--- src/rtl/bbc_framebuffer_scanout.sv ---
`default_nettype none
// ============================================================================
// Module      : bbc_framebuffer_scanout
// Description : Raster scan-out engine for the BBC framebuffer SRAM. Walks a
//               counter-driven 640x512 timing grid, reads one 48-bit word
//               (16 pixels x 3 bits) per 16 active pixels through SRAM
//               port 1, and expands 3-bit BBC colour to 24-bit RGB with
//               optional line doubling.
// Ports       : clk, reset_n (sync, active low)
//               enable, fb_base        - sampled only at frame start
//               sram_select/address    - port-1 read request
//               sram_read_data         - valid the cycle after sram_select
//               video_de/hsync/vsync   - timing, 2 clocks after counters
//               video_red/green/blue   - pixel colour, zero outside de
// Revision    : 1.0 - initial release
// ============================================================================
module bbc_framebuffer_scanout #(
    parameter int H_ACTIVE    = 640,
    parameter int H_FP        = 16,
    parameter int H_SYNC      = 96,
    parameter int H_BP        = 48,
    parameter int V_ACTIVE    = 512,
    parameter int V_FP        = 1,
    parameter int V_SYNC      = 3,
    parameter int V_BP        = 28,
    parameter int LINE_DOUBLE = 1,
    parameter int SYNC_ACT_HI = 0
) (
    input  logic        clk,
    input  logic        reset_n,
    input  logic        enable,
    input  logic [13:0] fb_base,
    output logic        sram_select,
    output logic [13:0] sram_address,
    input  logic [47:0] sram_read_data,
    output logic        video_de,
    output logic        video_hsync,
    output logic        video_vsync,
    output logic [7:0]  video_red,
    output logic [7:0]  video_green,
    output logic [7:0]  video_blue
);

    localparam int c_H_TOTAL = H_ACTIVE + H_FP + H_SYNC + H_BP;
    localparam int c_V_TOTAL = V_ACTIVE + V_FP + V_SYNC + V_BP;
    localparam int c_HW      = $clog2(c_H_TOTAL);
    localparam int c_VW      = $clog2(c_V_TOTAL);

    localparam logic [c_HW-1:0] c_H_LAST     = c_HW'(c_H_TOTAL - 1);
    localparam logic [c_HW-1:0] c_H_ACT      = c_HW'(H_ACTIVE);
    localparam logic [c_HW-1:0] c_H_ACT_LAST = c_HW'(H_ACTIVE - 1);
    localparam logic [c_HW-1:0] c_H_SS       = c_HW'(H_ACTIVE + H_FP);
    localparam logic [c_HW-1:0] c_H_SE       = c_HW'(H_ACTIVE + H_FP + H_SYNC);
    localparam logic [c_VW-1:0] c_V_LAST     = c_VW'(c_V_TOTAL - 1);
    localparam logic [c_VW-1:0] c_V_ACT      = c_VW'(V_ACTIVE);
    localparam logic [c_VW-1:0] c_V_SS       = c_VW'(V_ACTIVE + V_FP);
    localparam logic [c_VW-1:0] c_V_SE       = c_VW'(V_ACTIVE + V_FP + V_SYNC);
    localparam logic [13:0]     c_LINE_STEP  = 14'(H_ACTIVE / 16);
    // Output level of an idle sync line: high for active-low syncs.
    localparam logic            c_SYNC_IDLE  = (SYNC_ACT_HI != 0) ? 1'b0 : 1'b1;

    logic [c_HW-1:0] r_h;
    logic [c_VW-1:0] r_v;
    logic            r_frame_en;
    logic [13:0]     r_line_addr;
    logic [47:0]     r_shift;
    logic            r_s2_load;
    logic            r_s2_de;
    logic            r_s2_hs;
    logic            r_s2_vs;

    logic [c_HW-1:0] w_h_nxt;
    logic [c_VW-1:0] w_v_nxt;
    logic            w_frame_wrap;
    logic            w_line_adv;
    logic            w_fe_nxt;
    logic [13:0]     w_la_nxt;
    logic            w_fetch_nxt;
    logic [47:0]     w_word;

    always_comb begin
        w_h_nxt      = (r_h == c_H_LAST) ? '0 : r_h + 1'b1;
        w_v_nxt      = r_v;
        if (r_h == c_H_LAST) begin
            w_v_nxt = (r_v == c_V_LAST) ? '0 : r_v + 1'b1;
        end
        w_frame_wrap = (r_h == c_H_LAST) && (r_v == c_V_LAST);
        // With doubling, the address only moves on after the odd line.
        w_line_adv   = (r_h == c_H_ACT_LAST) && (r_v < c_V_ACT) &&
                       ((LINE_DOUBLE == 0) || r_v[0]);

        // Frame-start latches take effect in the same edge that moves the
        // counters to h=v=0, so the first fetch of a frame already sees them.
        w_fe_nxt     = w_frame_wrap ? enable : r_frame_en;
        w_la_nxt     = r_line_addr;
        if (w_frame_wrap) begin
            w_la_nxt = fb_base;
        end else if (w_line_adv) begin
            w_la_nxt = r_line_addr + c_LINE_STEP;
        end

        // The read strobe is registered from the next counter values so it
        // coincides with the counter value it belongs to; the data then lands
        // one cycle later, giving the two-clock pixel latency.
        w_fetch_nxt  = w_fe_nxt && (w_h_nxt < c_H_ACT) && (w_v_nxt < c_V_ACT) &&
                       (w_h_nxt[3:0] == 4'd0);

        w_word       = r_s2_load ? sram_read_data : r_shift;
    end

    always_ff @(posedge clk) begin
        if (!reset_n) begin
            r_h          <= '0;
            r_v          <= '0;
            r_frame_en   <= 1'b0;
            r_line_addr  <= '0;
            r_shift      <= '0;
            r_s2_load    <= 1'b0;
            r_s2_de      <= 1'b0;
            r_s2_hs      <= 1'b0;
            r_s2_vs      <= 1'b0;
            sram_select  <= 1'b0;
            sram_address <= '0;
            video_de     <= 1'b0;
            video_hsync  <= c_SYNC_IDLE;
            video_vsync  <= c_SYNC_IDLE;
            video_red    <= '0;
            video_green  <= '0;
            video_blue   <= '0;
        end else begin
            r_h          <= w_h_nxt;
            r_v          <= w_v_nxt;
            r_frame_en   <= w_fe_nxt;
            r_line_addr  <= w_la_nxt;

            sram_select  <= w_fetch_nxt;
            sram_address <= w_la_nxt + 14'(w_h_nxt[c_HW-1:4]);

            // Stage 2: timing flags for the current counter value, waiting
            // alongside the SRAM access.
            r_s2_load    <= (r_h[3:0] == 4'd0);
            r_s2_de      <= r_frame_en && (r_h < c_H_ACT) && (r_v < c_V_ACT);
            r_s2_hs      <= (r_h >= c_H_SS) && (r_h < c_H_SE);
            r_s2_vs      <= (r_v >= c_V_SS) && (r_v < c_V_SE);

            r_shift      <= w_word >> 3;
            video_de     <= r_s2_de;
            video_hsync  <= r_s2_hs ^ c_SYNC_IDLE;
            video_vsync  <= r_s2_vs ^ c_SYNC_IDLE;
            video_red    <= {8{w_word[0] & r_s2_de}};
            video_green  <= {8{w_word[1] & r_s2_de}};
            video_blue   <= {8{w_word[2] & r_s2_de}};
        end
    end

endmodule
`default_nettype wire

--- config.mk ---
export PLATFORM = sky130hd
export DESIGN_NAME = bbc_framebuffer_scanout
export DESIGN_NICKNAME = d
export VERILOG_FILES = /design/src/rtl/bbc_framebuffer_scanout.sv
export SDC_FILE = /design/constraint.sdc
export NUM_CORES = 1
export LEC_CHECK = 0
export BUFFER_PORTS_ARGS = -buffer_cell sky130_fd_sc_hd__buf_2
export CORE_ASPECT_RATIO = 0.6
export CORE_MARGIN = 2
export CORE_UTILIZATION = 35
export DETAILED_ROUTE_END_ITERATION = 16
export PLACE_DENSITY = 0.59
export SYNTH_ARGS = -nofsm -noshare
export SYNTH_HDL_FRONTEND = slang
export SYNTH_SLANG_ARGS = --single-unit
--- constraint.sdc ---
create_clock -name clk -period 5.7 [get_ports clk]
set_input_delay 0.285 -clock clk [delete_from_list [all_inputs] [get_ports clk]]
set_output_delay 0.285 -clock clk [all_outputs]
set_load 0.05 [all_outputs]
# Word level (Yosys, flattened, before mapping)
# Index checks and enable logic that the tools add are counted.
[word_totals]
ff_bits = 108
latch_bits = 0
ram_bits = 0
mem_bits_ro = 0
mem_count = 0
[op_classes]
n_addsub = 4
n_mul = 0
div = 0
order_cmp = 8
eq_ne = 3
shifts = 0
muxes = 7
bitwise_logic = 5
reduce_logical = 12
[ops]
columns = ["cell", "n"]
rows = [
  ["10-bit < comparator (second input constant)", 6],
  ["48-bit 2-to-1 mux", 1],
  ["10-bit equality test (second input constant)", 3],
  ["10-bit 2-to-1 mux", 3],
  ["14-bit 2-to-1 mux", 2],
  ["10-bit by 1-bit adder with 10-bit output (second input constant)", 2],
  ["10-bit >= comparator (second input constant)", 2],
  ["14-bit by 6-bit adder with 14-bit output", 1],
  ["14-bit by 6-bit adder with 14-bit output (second input constant)", 1],
  ["1-bit logical AND", 10],
  ["4-bit logical NOT", 2],
  ["1-bit AND", 3],
  ["1-bit inverter", 2],
  ["1-bit 2-to-1 mux", 1],
]

# Logic depth before layout (Yosys ltp)
[logic_depth]
word_depth = 6
depth_mapped = 19
ltp_nobuf = 16

# Least setup slack after synthesis
# No wires, ideal clock.
[synth_path]
path_type = "register to register"
start = "register r_h[0]"
end = "register sram_address[12]"
setup_time_ns = 0.123
t_arrival_ns = 3.443
required_ns = 5.577
setup_slack_ns = 2.134
path_stages_with_launch = 20
cell_sequence = "dfxtp_1 ha_1 and4_1 buf_6 and4_4 nand2_2 buf_4 clkbuf_1 nand2_1 nand2_1 ha_1 inv_1 fa_1 nor2b_1 o21ai_0 nand2b_1 a21o_1 a21oi_1 nor4b_2 mux2_1"
[synth_between]
elab_chain_len = 6
[synth_lines]
columns = ["item", "line", "text"]
rows = [
  ["start: declaration", "62", "logic [c_HW-1:0] r_h;"],
  ["start signal: assignment", "131", "r_h <= w_h_nxt;"],
  ["10-bit equality test", "89", "w_line_adv = (r_h == c_H_ACT_LAST) && (r_v < c_V_ACT) &&"],
  ["1-bit logical AND (2 in a row)", "89", ""],
  ["14-bit 2-to-1 mux", "98", "end else if (w_line_adv) begin"],
  ["14-bit 2-to-1 mux *", "96", "if (w_frame_wrap) begin"],
  ["via w_la_nxt[0]", "77", "logic [13:0] w_la_nxt;"],
  ["14-bit by 6-bit adder with 14-bit output *", "137", "sram_address <= w_la_nxt + 14'(w_h_nxt[c_HW-1:4]);"],
  ["end signal: assignment", "137", ""],
  ["end: declaration", "34", "output logic [13:0] sram_address,"],
]
# Mark *: on every way through the listed nets, which the timed path passes. The rest lies on a longest branch.
# A chain may end at the register's enable or synchronous reset.

# Worst setup path in the final report
[layout_path]
start = "register r_h[0]"
end = "register sram_address[10]"
# Same word-level chain as after synthesis.

==> impl_summary.log <==
[metrics] run status: finished clean
[metrics] actual slew at the worst max-slew pin: ~0.75 ns
[metrics] Clock transition at path regs: around 0.070 ns
[metrics] maximum number of pins on one net before global-route repair: 67
[metrics] antenna violations before repair: 0
[metrics] final hold slack: 0.1777 ns
[metrics] Worst Hold Path EP: r_shift[43]
[metrics] cts hold-fix bufs: 0
[metrics] Hold Path Origin: sram_read_data[46]
[metrics] post-detailed-route via-to-cell ratio: roughly 4.7
[metrics] leakage power figure: approximately 2.4 nW
[metrics] total of flip-flops plus latches after synthesis: 105
[metrics] end of the worst register-to-register path: sram_address[10]
[metrics] grt ovf: 0
[metrics] number of nets with antenna violations after detailed routing: 0
[metrics] Fin Clk Skew: about 0.0086 ns
[metrics] worst-path cell chain: ha_1 > and4_1 > and4_4 > nand2_2 > nand2_1 > nand2_1 > ha_1 > inv_1 > fa_1 > nor2b_1 > o21ai_0 > nand2b_1 > a21o_1 > a21oi_1 > and4bb_1 > mux2_1
[metrics] CP bufs+invs: 1
[metrics] number of inserted filler cells in the final layout: 1347
[metrics] post-CTS resize count: 0
[metrics] cell area after layout: approximately 5700 um2
[metrics] wire length on met3: between 600 and 700 um
[metrics] worst slew margin relative to its limit: about half
[metrics] die footprint: between 15000 and 20000 um2
[metrics] CTS root buffer: sky130_fd_sc_hd__clkbuf_16
[metrics] Max Used Layer: met4
[metrics] HPWL after detailed placement: 8.254 mm
[metrics] setup repair after global routing missed its margin: false
[metrics] cell row count: 33
[metrics] number of nets at the end of the flow: 654
[metrics] level count of the clock H-tree: 3
[metrics] number of antenna repair diodes: 0
[metrics] TritonCTS clock tree: yes
[metrics] final critical-path share of the clock period: between 70% and 80%
[metrics] initial standard-cell utilization of the core: between 30% and 40%
[metrics] startpoint of the lowest-slack register-to-register path: r_h[0]
[metrics] Synth Flop Type: sky130_fd_sc_hd__dfxtp_1
[metrics] IR drop worst, VDD: 143.5 uV
[metrics] number of flops mapped to enable cells by yosys: 0
[metrics] number of max-cap violations: 0
[metrics] CP max FO: 22
[metrics] total track usage: 14.93%
[metrics] clock latency on the worst-skew pair: between 0.3 and 0.4 ns
[metrics] Pre-Repair DR Iteration Count: 5
[metrics] ports placed on the boundary: 107
[metrics] Achievable Freq: 0.2360 GHz
[metrics] met2 routed wirelength: ~4.6 mm
[metrics] Total Routed Length: approximately 11 mm
[metrics] crit path launch: r_h[0]
[metrics] cell area after technology mapping: slightly below 5000 um2
[metrics] placer congestion estimate: 0.8655
[metrics] y dimension of the die: ~96 um
[metrics] DP Worst Slack: between 1.5 and 2 ns
[metrics] CTS Buffer Depth: 2
[metrics] Synth Instances: between 500 and 600
[metrics] slowest stage cell, crit path: sky130_fd_sc_hd__a21oi_1
[metrics] share of layout cells above drive strength 1: between 20 and 25%
[metrics] Met1 Routed Length: about 5.7 mm
[metrics] Final setup viols: 0
[metrics] WHS Path Cells: 2
[metrics] CP Launch Type: flip-flop
[metrics] count of input and output buffers: roughly 110
[metrics] number of hold violations in the final report: 0
[metrics] Period minus WS final: 4.237 ns
[metrics] Syn Nets: a little under 600
[metrics] end-of-flow core utilization: 41.50%
[metrics] register area share after synthesis: a little over two fifths
[metrics] kind of end point of the critical path: flip-flop
[metrics] via count of the first global-routing pass: about 3300
[metrics] YS warnings: 0
[metrics] cell type group with the largest total delay on the critical path: simple AND/OR/NAND/NOR gates
[metrics] Worst Hold Class: in -> reg
[metrics] horizontal die dimension: 157.0 um
[metrics] Max Slew Vio Count: 0
[metrics] CP arrival: 4.47 ns
[metrics] final total negative setup slack: 0 ns
[metrics] min setup slack post-route: around 1.5 ns
[metrics] CTS sink count: ~110
[metrics] CP peak stage delay: around 0.47 ns
[metrics] standard cell area after detailed placement: ~5400 um2
[metrics] post-detailed-route DRC marker count: 0
[metrics] required time of the critical path: approximately 5.9 ns
[metrics] Setup CP Type: reg -> reg
[metrics] Num CTS Buffers: 9
[metrics] area growth from synthesis to layout: 15.40%
[metrics] register-to-register setup slack: approximately 1.5 ns
[metrics] via count of the routed design: 3605
[metrics] library cells used by synthesis: 64
[metrics] placeable core region: around 14000 um2
[metrics] post-DR wirelength/cell: ~14 um
[metrics] Async S/R FF share, synth: 0%
[metrics] # Post-CTS Setup Buffers: 0
[metrics] logic depth of the worst register-to-register path: 16
[metrics] average footprint of a synthesized cell: 9.771 um2
[metrics] Cell Pwr Density: 261.6 nW/um2
[metrics] global-route wire length before repair: ~17 mm
[metrics] number of DRC markers after the initial detailed-route iteration: approximately 190
==> area by class of cell <==
type	count	area [um2]	share of cell area [%]
Tap cell	192	240.2	4.236
Timing Repair Buffer	108	545.5	9.618
Clock inverter	7	68.82	1.213
Multi-Input combinational cell	342	2455	43.28
Clock buffer	9	225.2	3.971
Sequential cell	105	2103	37.08
Inverter	9	33.78	0.5956
==> synthesized netlist by cell type, types with 3 or more instances <==
master / count / area (um2)
sky130_fd_sc_hd__and3_1: 6 / 37.54
sky130_fd_sc_hd__mux2_1: 3 / 33.78
sky130_fd_sc_hd__a21oi_1: 10 / 50.05
sky130_fd_sc_hd__clkbuf_1: 15 / 56.30
sky130_fd_sc_hd__inv_1: 9 / 33.78
sky130_fd_sc_hd__buf_4: 23 / 172.7
sky130_fd_sc_hd__and4_1: 3 / 26.28
sky130_fd_sc_hd__buf_6: 4 / 45.04
sky130_fd_sc_hd__mux2i_1: 49 / 490.5
sky130_fd_sc_hd__nand3_1: 6 / 30.03
sky130_fd_sc_hd__nand2b_1: 3 / 18.77
sky130_fd_sc_hd__dfxtp_1: 105 / 2102
sky130_fd_sc_hd__nor2b_1: 53 / 331.6
sky130_fd_sc_hd__xor2_1: 11 / 96.34
sky130_fd_sc_hd__nand2_1: 29 / 108.9
sky130_fd_sc_hd__o31ai_1: 3 / 22.52
sky130_fd_sc_hd__nor3_1: 8 / 40.04
sky130_fd_sc_hd__nor2_1: 32 / 120.1
sky130_fd_sc_hd__nand4b_1: 3 / 26.28
sky130_fd_sc_hd__xnor2_1: 14 / 122.6
sky130_fd_sc_hd__and2_1: 27 / 168.9
sky130_fd_sc_hd__nand4_1: 12 / 75.07
sky130_fd_sc_hd__o21ai_0: 10 / 50.05
sky130_fd_sc_hd__ha_1: 13 / 162.7
==> layout by cell type (no fill, tap or decap), types with 3 or more instances in the layout <==
cell	Yosys	layout
sky130_fd_sc_hd__a21oi_1	10	10
sky130_fd_sc_hd__and2_1	27	27
sky130_fd_sc_hd__and3_1	6	6
sky130_fd_sc_hd__and4_1	3	3
sky130_fd_sc_hd__buf_2	1	106
sky130_fd_sc_hd__clkbuf_16	0	9
sky130_fd_sc_hd__dfxtp_1	105	104
sky130_fd_sc_hd__ha_1	13	13
sky130_fd_sc_hd__inv_1	9	9
sky130_fd_sc_hd__inv_8	0	3
sky130_fd_sc_hd__mux2_1	3	3
sky130_fd_sc_hd__mux2i_1	49	49
sky130_fd_sc_hd__nand2_1	29	29
sky130_fd_sc_hd__nand2b_1	3	3
sky130_fd_sc_hd__nand3_1	6	6
sky130_fd_sc_hd__nand4_1	12	12
sky130_fd_sc_hd__nand4b_1	3	3
sky130_fd_sc_hd__nor2_1	32	32
sky130_fd_sc_hd__nor2b_1	53	53
sky130_fd_sc_hd__nor3_1	8	8
sky130_fd_sc_hd__o21ai_0	10	10
sky130_fd_sc_hd__o31ai_1	3	3
sky130_fd_sc_hd__xnor2_1	14	14
sky130_fd_sc_hd__xor2_1	11	11
==> where the power goes <==
group / internal [mW] / total, mW / switching [mW]
Clock: 0.311 / 0.614 / 0.303
Sequential: 0.756 / 0.764 / 0.00826
Combinational: 0.0551 / 0.105 / 0.0503
Total: 1.12 / 1.48 / 0.362
==> worst max-delay path by stage <==
stage	to	slack, ns	cells past startpoint
2_1_floorplan	sram_address[12]	2.13	19
3_3_place_gp	sram_address[10]	1.77	16
3_5_place_dp	sram_address[10]	1.51	16
4_1_cts	sram_address[10]	1.48	16
5_1_grt	sram_address[13]	1.12	14
6_report	sram_address[10]	1.46	16
==> state kept, by name (all words and copies together), names as in the netlist, 10 cells and up <==
register	flops
r_v	10
r_line_addr	14
r_h	10
r_shift	45
sram_address	14
==> routing by layer <==
layer / GRT usage, % / vias up
met1: 22.06 / 1660
met5: 0 / -
met2: 21.56 / 105
li1: - / 1832
met4: 4.434 / 0
met3: 3.287 / 8
==> cells by family (layout without fill, tap and decap cells) <==
group / count (synthesis) / count (layout) / share of synthesized area, %
XOR/XNOR: 25 / 25 / 4.455
multiplexers: 52 / 52 / 10.67
AO/OA/AOI/OAI: 46 / 46 / 6.517
AND/OR/NAND/NOR: 205 / 205 / 24.59
adder cells (fa/ha/maj): 14 / 14 / 3.717
flip-flops: 105 / 105 / 42.77
buffers and inverters: 56 / 133 / 7.281
==> metrics by stage <==
step | total power [mW] | cells
6_report | 1.483 | 772
2_1_floorplan | 0.8514 | 503
3_5_place_dp | 0.8889 | 756
3_3_place_gp | 0.8867 | 756
4_1_cts | 1.510 | 772
5_1_grt | 1.551 | 772
(Power assumes the default switching activity.)
